### config.mk
export PLATFORM = sky130hd
export DESIGN_NAME = bp_branch_predictor_flat
export DESIGN_NICKNAME = d
export VERILOG_FILES = /design/src/rtl/bp_branch_predictor_if.sv /design/src/rtl/bp_branch_predictor.sv /design/src/flat_wrapper.sv
export SDC_FILE = /design/constraint.sdc
export NUM_CORES = 1
export LEC_CHECK = 0
export CAP_MARGIN = 20
export CORE_MARGIN = 5
export CORE_UTILIZATION = 60
export CTS_BUF_LIST = sky130_fd_sc_hd__clkbuf_4 sky130_fd_sc_hd__clkbuf_8 sky130_fd_sc_hd__clkbuf_16
export DETAILED_ROUTE_END_ITERATION = 7
export PLACE_DENSITY = 0.78
export SYNTH_ARGS = -nofsm -noshare
export SYNTH_HDL_FRONTEND = slang
export SYNTH_SLANG_ARGS = --single-unit
### constraint.sdc
create_clock -name clk -period 5.9 [get_ports clk]
set_clock_uncertainty 0.2 [all_clocks]
set_input_delay 0.59 -clock clk [delete_from_list [all_inputs] [get_ports clk]]
set_output_delay 0.59 -clock clk [all_outputs]
set_load 0.01 [all_outputs]
### src/rtl/bp_branch_predictor_if.sv
// Fetch/execute-side signal bundle of the BTB branch predictor.
// master = pipeline, slave = predictor.
interface bp_branch_predictor_if #(
    parameter int PC_W = 9
);
    logic [PC_W-1:0] if_pc;
    logic            pred_taken;
    logic [PC_W-1:0] pred_next_pc;
    logic            flush_all;
    logic            ex_valid;
    logic [PC_W-1:0] ex_pc;
    logic            ex_is_branch;
    logic            ex_is_jump;
    logic            ex_taken;
    logic [PC_W-1:0] ex_target;
    logic            ex_pred_taken;
    logic [PC_W-1:0] ex_pred_target;
    logic            mispredict;
    logic [PC_W-1:0] redirect_pc;

    modport master (
        output if_pc, flush_all, ex_valid, ex_pc,
        output ex_is_branch, ex_is_jump, ex_taken,
        output ex_target, ex_pred_taken, ex_pred_target,
        input  pred_taken, pred_next_pc,
        input  mispredict, redirect_pc
    );

    modport slave (
        input  if_pc, flush_all, ex_valid, ex_pc,
        input  ex_is_branch, ex_is_jump, ex_taken,
        input  ex_target, ex_pred_taken, ex_pred_target,
        output pred_taken, pred_next_pc,
        output mispredict, redirect_pc
    );
endinterface

### src/rtl/bp_branch_predictor.sv
// Direct-mapped BTB with 2-bit saturating counters: same-cycle IF
// lookup, EX-stage training/redirect, and saturating statistics.
module bp_branch_predictor #(
    parameter int PC_W    = 9,
    parameter int ENTRIES = 16,
    parameter int CNT_W   = 16
) (
    input  logic                 clk,
    input  logic                 reset,
    bp_branch_predictor_if.slave bp,
    output logic [CNT_W-1:0]     ctrl_count,
    output logic [CNT_W-1:0]     mispredict_count
);
    localparam int IDX_W = $clog2(ENTRIES);
    localparam int TAG_W = PC_W - 2 - IDX_W;

    logic [ENTRIES-1:0]            valid_q, valid_d;
    logic [ENTRIES-1:0][TAG_W-1:0] tag_q, tag_d;
    logic [ENTRIES-1:0][PC_W-1:0]  tgt_q, tgt_d;
    logic [ENTRIES-1:0][1:0]       ctr_q, ctr_d;
    logic [ENTRIES-1:0]            jmp_q, jmp_d;
    logic [CNT_W-1:0]              ctrl_cnt_q, ctrl_cnt_d;
    logic [CNT_W-1:0]              mis_cnt_q, mis_cnt_d;

    logic [IDX_W-1:0] if_idx, ex_idx;
    logic [TAG_W-1:0] if_tag, ex_tag;
    logic             if_hit, ex_hit, ex_ctrl;
    logic [PC_W-1:0]  if_seq, ex_seq;
    logic [PC_W-1:0]  actual_pc, predicted_pc;
    logic             upd_hit, upd_alloc, upd_inval;
    logic [1:0]       ctr_inc, ctr_dec;

    always_comb begin
        if_idx = bp.if_pc[IDX_W+1:2];
        if_tag = bp.if_pc[PC_W-1:IDX_W+2];
        if_seq = bp.if_pc + PC_W'(4);
        if_hit = valid_q[if_idx] && (tag_q[if_idx] == if_tag);

        bp.pred_taken   = if_hit && (jmp_q[if_idx] || ctr_q[if_idx][1]);
        bp.pred_next_pc = bp.pred_taken ? tgt_q[if_idx] : if_seq;
    end

    always_comb begin
        ex_idx  = bp.ex_pc[IDX_W+1:2];
        ex_tag  = bp.ex_pc[PC_W-1:IDX_W+2];
        ex_seq  = bp.ex_pc + PC_W'(4);
        ex_hit  = valid_q[ex_idx] && (tag_q[ex_idx] == ex_tag);
        ex_ctrl = bp.ex_is_branch || bp.ex_is_jump;

        actual_pc    = bp.ex_taken ? bp.ex_target : ex_seq;
        predicted_pc = bp.ex_pred_taken ? bp.ex_pred_target : ex_seq;

        bp.mispredict  = !reset && bp.ex_valid
                       && (actual_pc != predicted_pc);
        bp.redirect_pc = actual_pc;

        upd_hit   = bp.ex_valid && ex_ctrl && ex_hit;
        upd_alloc = bp.ex_valid && ex_ctrl && !ex_hit && bp.ex_taken;
        upd_inval = bp.ex_valid && !ex_ctrl && ex_hit;

        ctr_inc = (ctr_q[ex_idx] == 2'b11) ? 2'b11 : ctr_q[ex_idx] + 2'd1;
        ctr_dec = (ctr_q[ex_idx] == 2'b00) ? 2'b00 : ctr_q[ex_idx] - 2'd1;
    end

    always_comb begin
        valid_d = valid_q;
        tag_d   = tag_q;
        tgt_d   = tgt_q;
        ctr_d   = ctr_q;
        jmp_d   = jmp_q;

        unique case (1'b1)
            upd_hit: begin
                ctr_d[ex_idx] = bp.ex_taken ? ctr_inc : ctr_dec;
                jmp_d[ex_idx] = bp.ex_is_jump;
                if (bp.ex_taken) tgt_d[ex_idx] = bp.ex_target;
            end
            upd_alloc: begin
                valid_d[ex_idx] = 1'b1;
                tag_d[ex_idx]   = ex_tag;
                tgt_d[ex_idx]   = bp.ex_target;
                ctr_d[ex_idx]   = 2'b10;
                jmp_d[ex_idx]   = bp.ex_is_jump;
            end
            upd_inval: valid_d[ex_idx] = 1'b0;
            default: ;
        endcase

        // fence.i overrides any same-cycle allocation
        if (bp.flush_all) valid_d = '0;
    end

    always_comb begin
        ctrl_cnt_d = ctrl_cnt_q;
        mis_cnt_d  = mis_cnt_q;
        if (bp.ex_valid && ex_ctrl && !(&ctrl_cnt_q))
            ctrl_cnt_d = ctrl_cnt_q + CNT_W'(1);
        if (bp.mispredict && !(&mis_cnt_q))
            mis_cnt_d = mis_cnt_q + CNT_W'(1);
    end

    always_ff @(posedge clk) begin
        if (reset) begin
            valid_q    <= '0;
            ctr_q      <= '0;
            ctrl_cnt_q <= '0;
            mis_cnt_q  <= '0;
        end else begin
            valid_q    <= valid_d;
            ctr_q      <= ctr_d;
            ctrl_cnt_q <= ctrl_cnt_d;
            mis_cnt_q  <= mis_cnt_d;
        end
    end

    // Payload fields only matter once valid is set
    always_ff @(posedge clk) begin
        tag_q <= tag_d;
        tgt_q <= tgt_d;
        jmp_q <= jmp_d;
    end

    assign ctrl_count       = ctrl_cnt_q;
    assign mispredict_count = mis_cnt_q;
endmodule

### src/flat_wrapper.sv
// flat-port wrapper written by rule: the top's interface ports become plain ports
module bp_branch_predictor_flat 
#(
    parameter int PC_W    = 9,
    parameter int ENTRIES = 16,
    parameter int CNT_W   = 16
)
  (clk, reset, ctrl_count, mispredict_count, bp_if_pc, bp_flush_all, bp_ex_valid, bp_ex_pc, bp_ex_is_branch, bp_ex_is_jump, bp_ex_taken, bp_ex_target, bp_ex_pred_taken, bp_ex_pred_target, bp_pred_taken, bp_pred_next_pc, bp_mispredict, bp_redirect_pc);
  bp_branch_predictor_if #(.PC_W(PC_W)) bp_i ();
  input  logic clk;
  input  logic reset;
  output logic [CNT_W-1:0] ctrl_count;
  output logic [CNT_W-1:0] mispredict_count;
  input wire logic [$bits(bp_i.if_pc)-1:0] bp_if_pc;
  input wire logic [$bits(bp_i.flush_all)-1:0] bp_flush_all;
  input wire logic [$bits(bp_i.ex_valid)-1:0] bp_ex_valid;
  input wire logic [$bits(bp_i.ex_pc)-1:0] bp_ex_pc;
  input wire logic [$bits(bp_i.ex_is_branch)-1:0] bp_ex_is_branch;
  input wire logic [$bits(bp_i.ex_is_jump)-1:0] bp_ex_is_jump;
  input wire logic [$bits(bp_i.ex_taken)-1:0] bp_ex_taken;
  input wire logic [$bits(bp_i.ex_target)-1:0] bp_ex_target;
  input wire logic [$bits(bp_i.ex_pred_taken)-1:0] bp_ex_pred_taken;
  input wire logic [$bits(bp_i.ex_pred_target)-1:0] bp_ex_pred_target;
  output wire logic [$bits(bp_i.pred_taken)-1:0] bp_pred_taken;
  output wire logic [$bits(bp_i.pred_next_pc)-1:0] bp_pred_next_pc;
  output wire logic [$bits(bp_i.mispredict)-1:0] bp_mispredict;
  output wire logic [$bits(bp_i.redirect_pc)-1:0] bp_redirect_pc;
  assign bp_i.if_pc = bp_if_pc;
  assign bp_i.flush_all = bp_flush_all;
  assign bp_i.ex_valid = bp_ex_valid;
  assign bp_i.ex_pc = bp_ex_pc;
  assign bp_i.ex_is_branch = bp_ex_is_branch;
  assign bp_i.ex_is_jump = bp_ex_is_jump;
  assign bp_i.ex_taken = bp_ex_taken;
  assign bp_i.ex_target = bp_ex_target;
  assign bp_i.ex_pred_taken = bp_ex_pred_taken;
  assign bp_i.ex_pred_target = bp_ex_pred_target;
  assign bp_pred_taken = bp_i.pred_taken;
  assign bp_pred_next_pc = bp_i.pred_next_pc;
  assign bp_mispredict = bp_i.mispredict;
  assign bp_redirect_pc = bp_i.redirect_pc;
  bp_branch_predictor #(.PC_W(PC_W), .ENTRIES(ENTRIES), .CNT_W(CNT_W)) u_core (.clk(clk), .reset(reset), .bp(bp_i), .ctrl_count(ctrl_count), .mispredict_count(mispredict_count));
endmodule
Word level (Yosys, flattened, before mapping)
Index checks and enable logic that the tools add are counted.
W data, S select, Z words.
{ "classes": {"reduce_logical": 29, "eq_ne": 5, "n_mux": 38, "bitwise_logic": 6, "n_addsub": 6, "n_lt_le_gt_ge": 3} }
{ "ops": {"columns": ["op", "n"], "rows": [
  ["$pmux W144 S2", 1],
  ["$bwmux W144", 1],
  ["$mux W144", 1],
  ["$pmux W32 S2", 1],
  ["$bwmux W48", 1],
  ["$mux W9", 5],
  ["$bmux W9 S4", 1],
  ["$demux W9 S4", 1],
  ["$add A16 B1 Y16 const B", 2],
  ["$and A16 B16 Y16", 2],
  ["$bwmux W32", 1],
  ["$not A16 Y16", 2],
  ["$or A16 B16 Y16", 2],
  ["$pmux W16 S2", 1],
  ["$reduce_and A16 Y1", 2],
  ["$bmux W3 S4", 2],
  ["$add A9 B3 Y9 const B", 2],
  ["$bmux W2 S4", 2],
  ["$bwmux W16", 1],
  ["$logic_and A1 B1 Y1", 14],
  ["$bmux W1 S4", 3],
  ["$demux W3 S4", 1],
  ["$mux W2", 6],
  ["$lt A4 B5 Y1 const B", 2],
  ["17 further kinds", 30]
]} }
{ "word_totals": {"register_bits": 288, "input_bits": 44, "word_cells": 139} }

Longest topological paths before layout
{ "logic_depth": {"word_depth": 9, "ltp_mapped": 13, "mapped_depth_nobuf": 10} }

Worst setup path before layout
Ideal clock, no wire load.
{ "synth_timing": {"path_type": "in2out", "start": "in bp_if_pc[3]", "end": "out bp_pred_next_pc[2]", "path_slack_ns": 2.150, "required_time_ns": 5.110, "arrival_ns": 2.960, "stages": 9, "cell_sequence": "clkbuf_1 buf_2 buf_2 buf_1 clkbuf_1 mux4_2 mux4_2 nand2_1 o21ai_0"} }
{ "synth_via": {"elab_chain_cells": 6, "word_cells_on_any_way": 15, "cone_classes": "eq/ne (1); mux (11); reduce/logical (3)"} }
{ "synth_rtl": {"columns": ["element", "line_no", "rtl"], "rows": [
  ["start, declared", "flat_wrapper.sv:14", "input wire logic [$bits(bp_i.if_pc)-1:0] bp_if_pc;"],
  ["$bmux W3 S4", "bp_branch_predictor.sv:37", "if_hit = valid_q[if_idx] && (tag_q[if_idx] == if_tag);"],
  ["$mux W3 (implied by the code)", "bp_branch_predictor.sv:37", null],
  ["$eq A3 B3 Y1", "bp_branch_predictor.sv:37", null],
  ["$logic_and A1 B1 Y1", "bp_branch_predictor.sv:37", null],
  ["$logic_and A1 B1 Y1", "bp_branch_predictor.sv:39", "bp.pred_taken = if_hit && (jmp_q[if_idx] || ctr_q[if_idx][1]);"],
  ["$mux W9 *", "bp_branch_predictor.sv:40", "bp.pred_next_pc = bp.pred_taken ? tgt_q[if_idx] : if_seq;"],
  ["end, declared", "flat_wrapper.sv:25", "output wire logic [$bits(bp_i.pred_next_pc)-1:0] bp_pred_next_pc;"]
]} }
Every way passes the cells marked *; elsewhere a longest branch is shown, timed or not. The select of a mux whose other input is x is not followed.

Worst setup path in the final report
{ "layout_timing": {"start": "in bp_ex_pc[3]", "end": "out bp_mispredict"} }
{ "layout_via": {"elab_chain_cells": 4, "word_cells_on_any_way": 5, "cone_classes": "add/sub (1); eq/ne (1); mux (2); reduce/logical (1)"} }
{ "layout_rtl": {"columns": ["element", "line_no", "rtl"], "rows": [
  ["start, declared", "flat_wrapper.sv:17", "input wire logic [$bits(bp_i.ex_pc)-1:0] bp_ex_pc;"],
  ["$add A9 B3 Y9 *", "bp_branch_predictor.sv:46", "ex_seq = bp.ex_pc + PC_W'(4);"],
  ["$mux W9 (on tied branches)", "bp_branch_predictor.sv:50, bp_branch_predictor.sv:51", null],
  ["$ne A9 B9 Y1 *", "bp_branch_predictor.sv:54", "&& (actual_pc != predicted_pc);"],
  ["$logic_and A1 B1 Y1 *", "bp_branch_predictor.sv:54", null],
  ["end, declared", "flat_wrapper.sv:26", "output wire logic [$bits(bp_i.mispredict)-1:0] bp_mispredict;"]
]} }
Every way passes the cells marked *; elsewhere a longest branch is shown, timed or not.

==> results.py <==
metrics = {
    "drt": {
        "antenna_left": 0,
        "viasPerCell": 6.530,
        "drc_errors": 0,
        "drt_iter0_drc": 891,
        "dr.pass1.iters": 4,
        "wire_per_inst_microns": 25.29,
        "wl_microns": 34900,
        "vias": 9011,
    },
    "hold_path": {
        "hp-class": "reg2reg",
        "min_from": "u_core.ctr_q[14]",
    },
    "floorplan": {
        "die_area_sq_um": 25730,
        "initial_utilization_pct": 60.49,
        "die_h_microns": 160.4,
        "io_pins": 96,
        "rows": 55,
        "core_area_sq_um": 22430,
        "die_w_microns": 160.4,
    },
    "synthesis": {
        "synth-main-ff-cell": "edfxtp_1",
        "synthCells": 985,
        "yosysSeqAreaShare_pct": 57.83,
        "synth_largest_area_cell": "edfxtp_1",
        "async_flop_share_pct": 0,
        "ys_types": 67,
        "synth.top_cell.area_share_pct": 46.03,
        "synth_seq_cells": 288,
        "synth_area_per_cell_sq_um": 13.78,
        "yosysWarnings": 0,
        "synthesis.nets": 1036,
        "synth_area_leaders": "edfxtp_1, mux4_2, dfxtp_1",
        "syn_area_sq_um": 13570,
        "synth_edf_count": 208,
    },
    "critical_path": {
        "worstPathRequired_ns": 5.11,
        "max_stage_delay_ns": 0.70,
        "critPathLaunch": "bp_ex_pc[3]",
        "cp-start-kind": "input pin",
        "cpMaxStageDelayCell": "clkdlybuf4s50_1",
        "path_cells": "clkdlybuf4s50_1 > ha_1 > buf_4 > nand3_2 > xnor2_1 > xnor2_1 > nand4_1 > a211oi_2 > nand2_1 > and3_1 > clkdlybuf4s50_1",
        "r2r_start": "u_core.tag_q[7]",
        "r2r_slack_ns": 2.35,
        "cp_max_fo": 10,
        "arrival_ns": 4.17,
        "setup.worst_path.end_class": "output pin",
        "critPathKind": "in2out",
    },
    "sta": {
        "fin_crit_ns": 4.959,
        "finalSetupViolations": 0,
        "fin_crit_sh_pct": 84.06,
        "fin_hold_ws_ns": 0.2814,
        "rsz0062_at_grt": "no",
        "setup-tns-final_ns": 0,
        "max_freq_mhz": 201.6,
        "layout_setup_ws_ns": 0.9406,
        "hold_violations": 0,
        "tightest_slew_ns": 1.054,
        "maxSlewHeadroom_pct": 29.48,
        "slew_violations": 0,
    },
    "cts": {
        "cts-buffers-inserted": 28,
        "clockBufferDepth": 3,
        "cts_sinks": 288,
        "htree_levels": 1,
        "postCtsHoldBufs": 0,
        "root_buffer": "clkbuf_16",
        "cts_tree": "done",
        "postCtsResizedCells": 0,
        "postCtsSetupBuffers": 0,
        "path_clk_slew_ns": 0.06,
        "clk_latency_ns": 0.54,
    },
    "final_layout": {
        "utilization_pct": 69.99,
        "final_cell_mix": "edfxtp_1, clkdlybuf4s50_1, nor2_1",
        "final_common_cell": "edfxtp_1",
        "drive_gt1_share_pct": 16.99,
        "antenna_cells": 0,
        "num-fill-cells": 1467,
        "nets": 1124,
        "area_delta_synth_final_pct": 15.70,
    },
    "global_routing": {
        "grt_pass1_vias": 9123,
        "grt_pass1_wl_microns": 53960,
        "grt_max_degree": 52,
        "track_usage_pct": 27.01,
        "grt.overflow.total": 0,
        "antenna_found_initial": 2,
    },
    "flow_run": {
        "max_cap_violations": 0,
    },
    "power_and_ir_drop": {
        "seq_power_share_pct": 50.2,
        "p_clk_share_pct": 41.4,
        "power_frac_comb_pct": 8.4,
        "intPower_mw": 3.397,
        "power.density_nw_per_um2": 278.2,
        "power_switching_mw": 0.9708,
        "ir_drop_v": 0.0001965,
        "power.leakage_nw": 5.248,
        "p_sw_share_pct": 22.23,
    },
    "place": {
        "hpwl_microns": 23040,
        "finalWeightedCongestion": 0.9102,
        "dp_slack_ns": 0.9462,
        "port_buffers": 95,
    },
    "run_status": {
        "outcome": "finished, final reports clean",
    },
}
==> kinds of logic (layout without fill, tap and decap cells) <==
kind of cell | Yosys count | in the layout | share of synthesized area (%)
xor gates and xnor gates | 57 | 57 | 3.734
and+or+nand+nor | 250 | 250 | 8.805
muxes | 111 | 111 | 16.88
AOI/OAI and AO/OA | 143 | 143 | 7.966
buffers and inverters | 128 | 238 | 4.066
adders and majority gates | 8 | 8 | 0.7191
DFF | 288 | 288 | 57.83
==> sequential cells by signal, summed over array words and instances (netlist names), named ones only <==
name / cells
u_core.ctr_q: 32
u_core.mispredict_count: 16
u_core.ctrl_count: 16
u_core.jmp_q: 16
u_core.tag_q: 48
u_core.tgt_q: 144
==> per-layer routing <==
layer / part of all wire [%] / vias up / track usage, %
li1: - / 3948 / -
met1: 40 / 4523 / 36.51
met2: 48 / 455 / 44.17
met3: 8.9 / 81 / 6.646
met4: 3.2 / 4 / 7.704
met5: 0.043 / - / 0
==> cell type report <==
cell class	instances	area (sq um)	area share [%]
Clock inverter	17	176.4	1.124
Timing Repair Buffer	123	1144	7.283
Clock buffer	35	765.7	4.877
Tap cell	285	356.6	2.271
Multi-Input combinational cell	569	5175	32.96
Sequential cell	288	7848	49.98
Inverter	63	236.5	1.506
==> power groups by stage <==
stage          clock [mW]  combinational (mW)  sequential, mW
3_3_place_gp            0               0.356            2.23
2_1_floorplan           0               0.214            2.23
3_5_place_dp            0               0.362            2.24
4_1_cts              1.83               0.366            2.19
5_1_grt              1.92               0.392            2.19
6_report             1.81               0.366            2.19
==> Yosys cell counts, types with 12 or more instances <==
cell type and n:
inv_1 61, a311oi_1 12, xnor2_1 33, o31a_1 12, nand3_1 19, o21ai_0 35
o32ai_1 17, mux4_2 79, nand2_1 74, clkbuf_1 33, buf_2 16, xor2_1 23
edfxtp_1 208, a221oi_1 20, and3_1 16, dfxtp_1 80, a21oi_1 14, nor2_1 89
==> worst max-delay path, delay by kind of cell <==
kind            cells  cell delay [ns]
fa+ha+maj           1             0.24
compound gates      1             0.65
simple gates        4             0.92
xor+xnor            2             0.41
buf+inv             3             1.35
==> final timing paths <==
path,cells past startpoint,to
hold reg to reg,2,u_core.ctr_q[14]
hold / removal,2,u_core.ctr_q[14]
setup reg to reg,9,u_core.tag_q[47]
setup / recovery,11,bp_mispredict
==> through the flow <==
step	total power, mW	cell area (sq um)	instances
global placement	2.591	14760	1328
floorplan	2.448	13570	985
global route	4.509	15700	1380
finish	4.368	15700	1380
detailed placement	2.598	14760	1328
CTS	4.389	15700	1380
(Power assumes the default switching activity.)
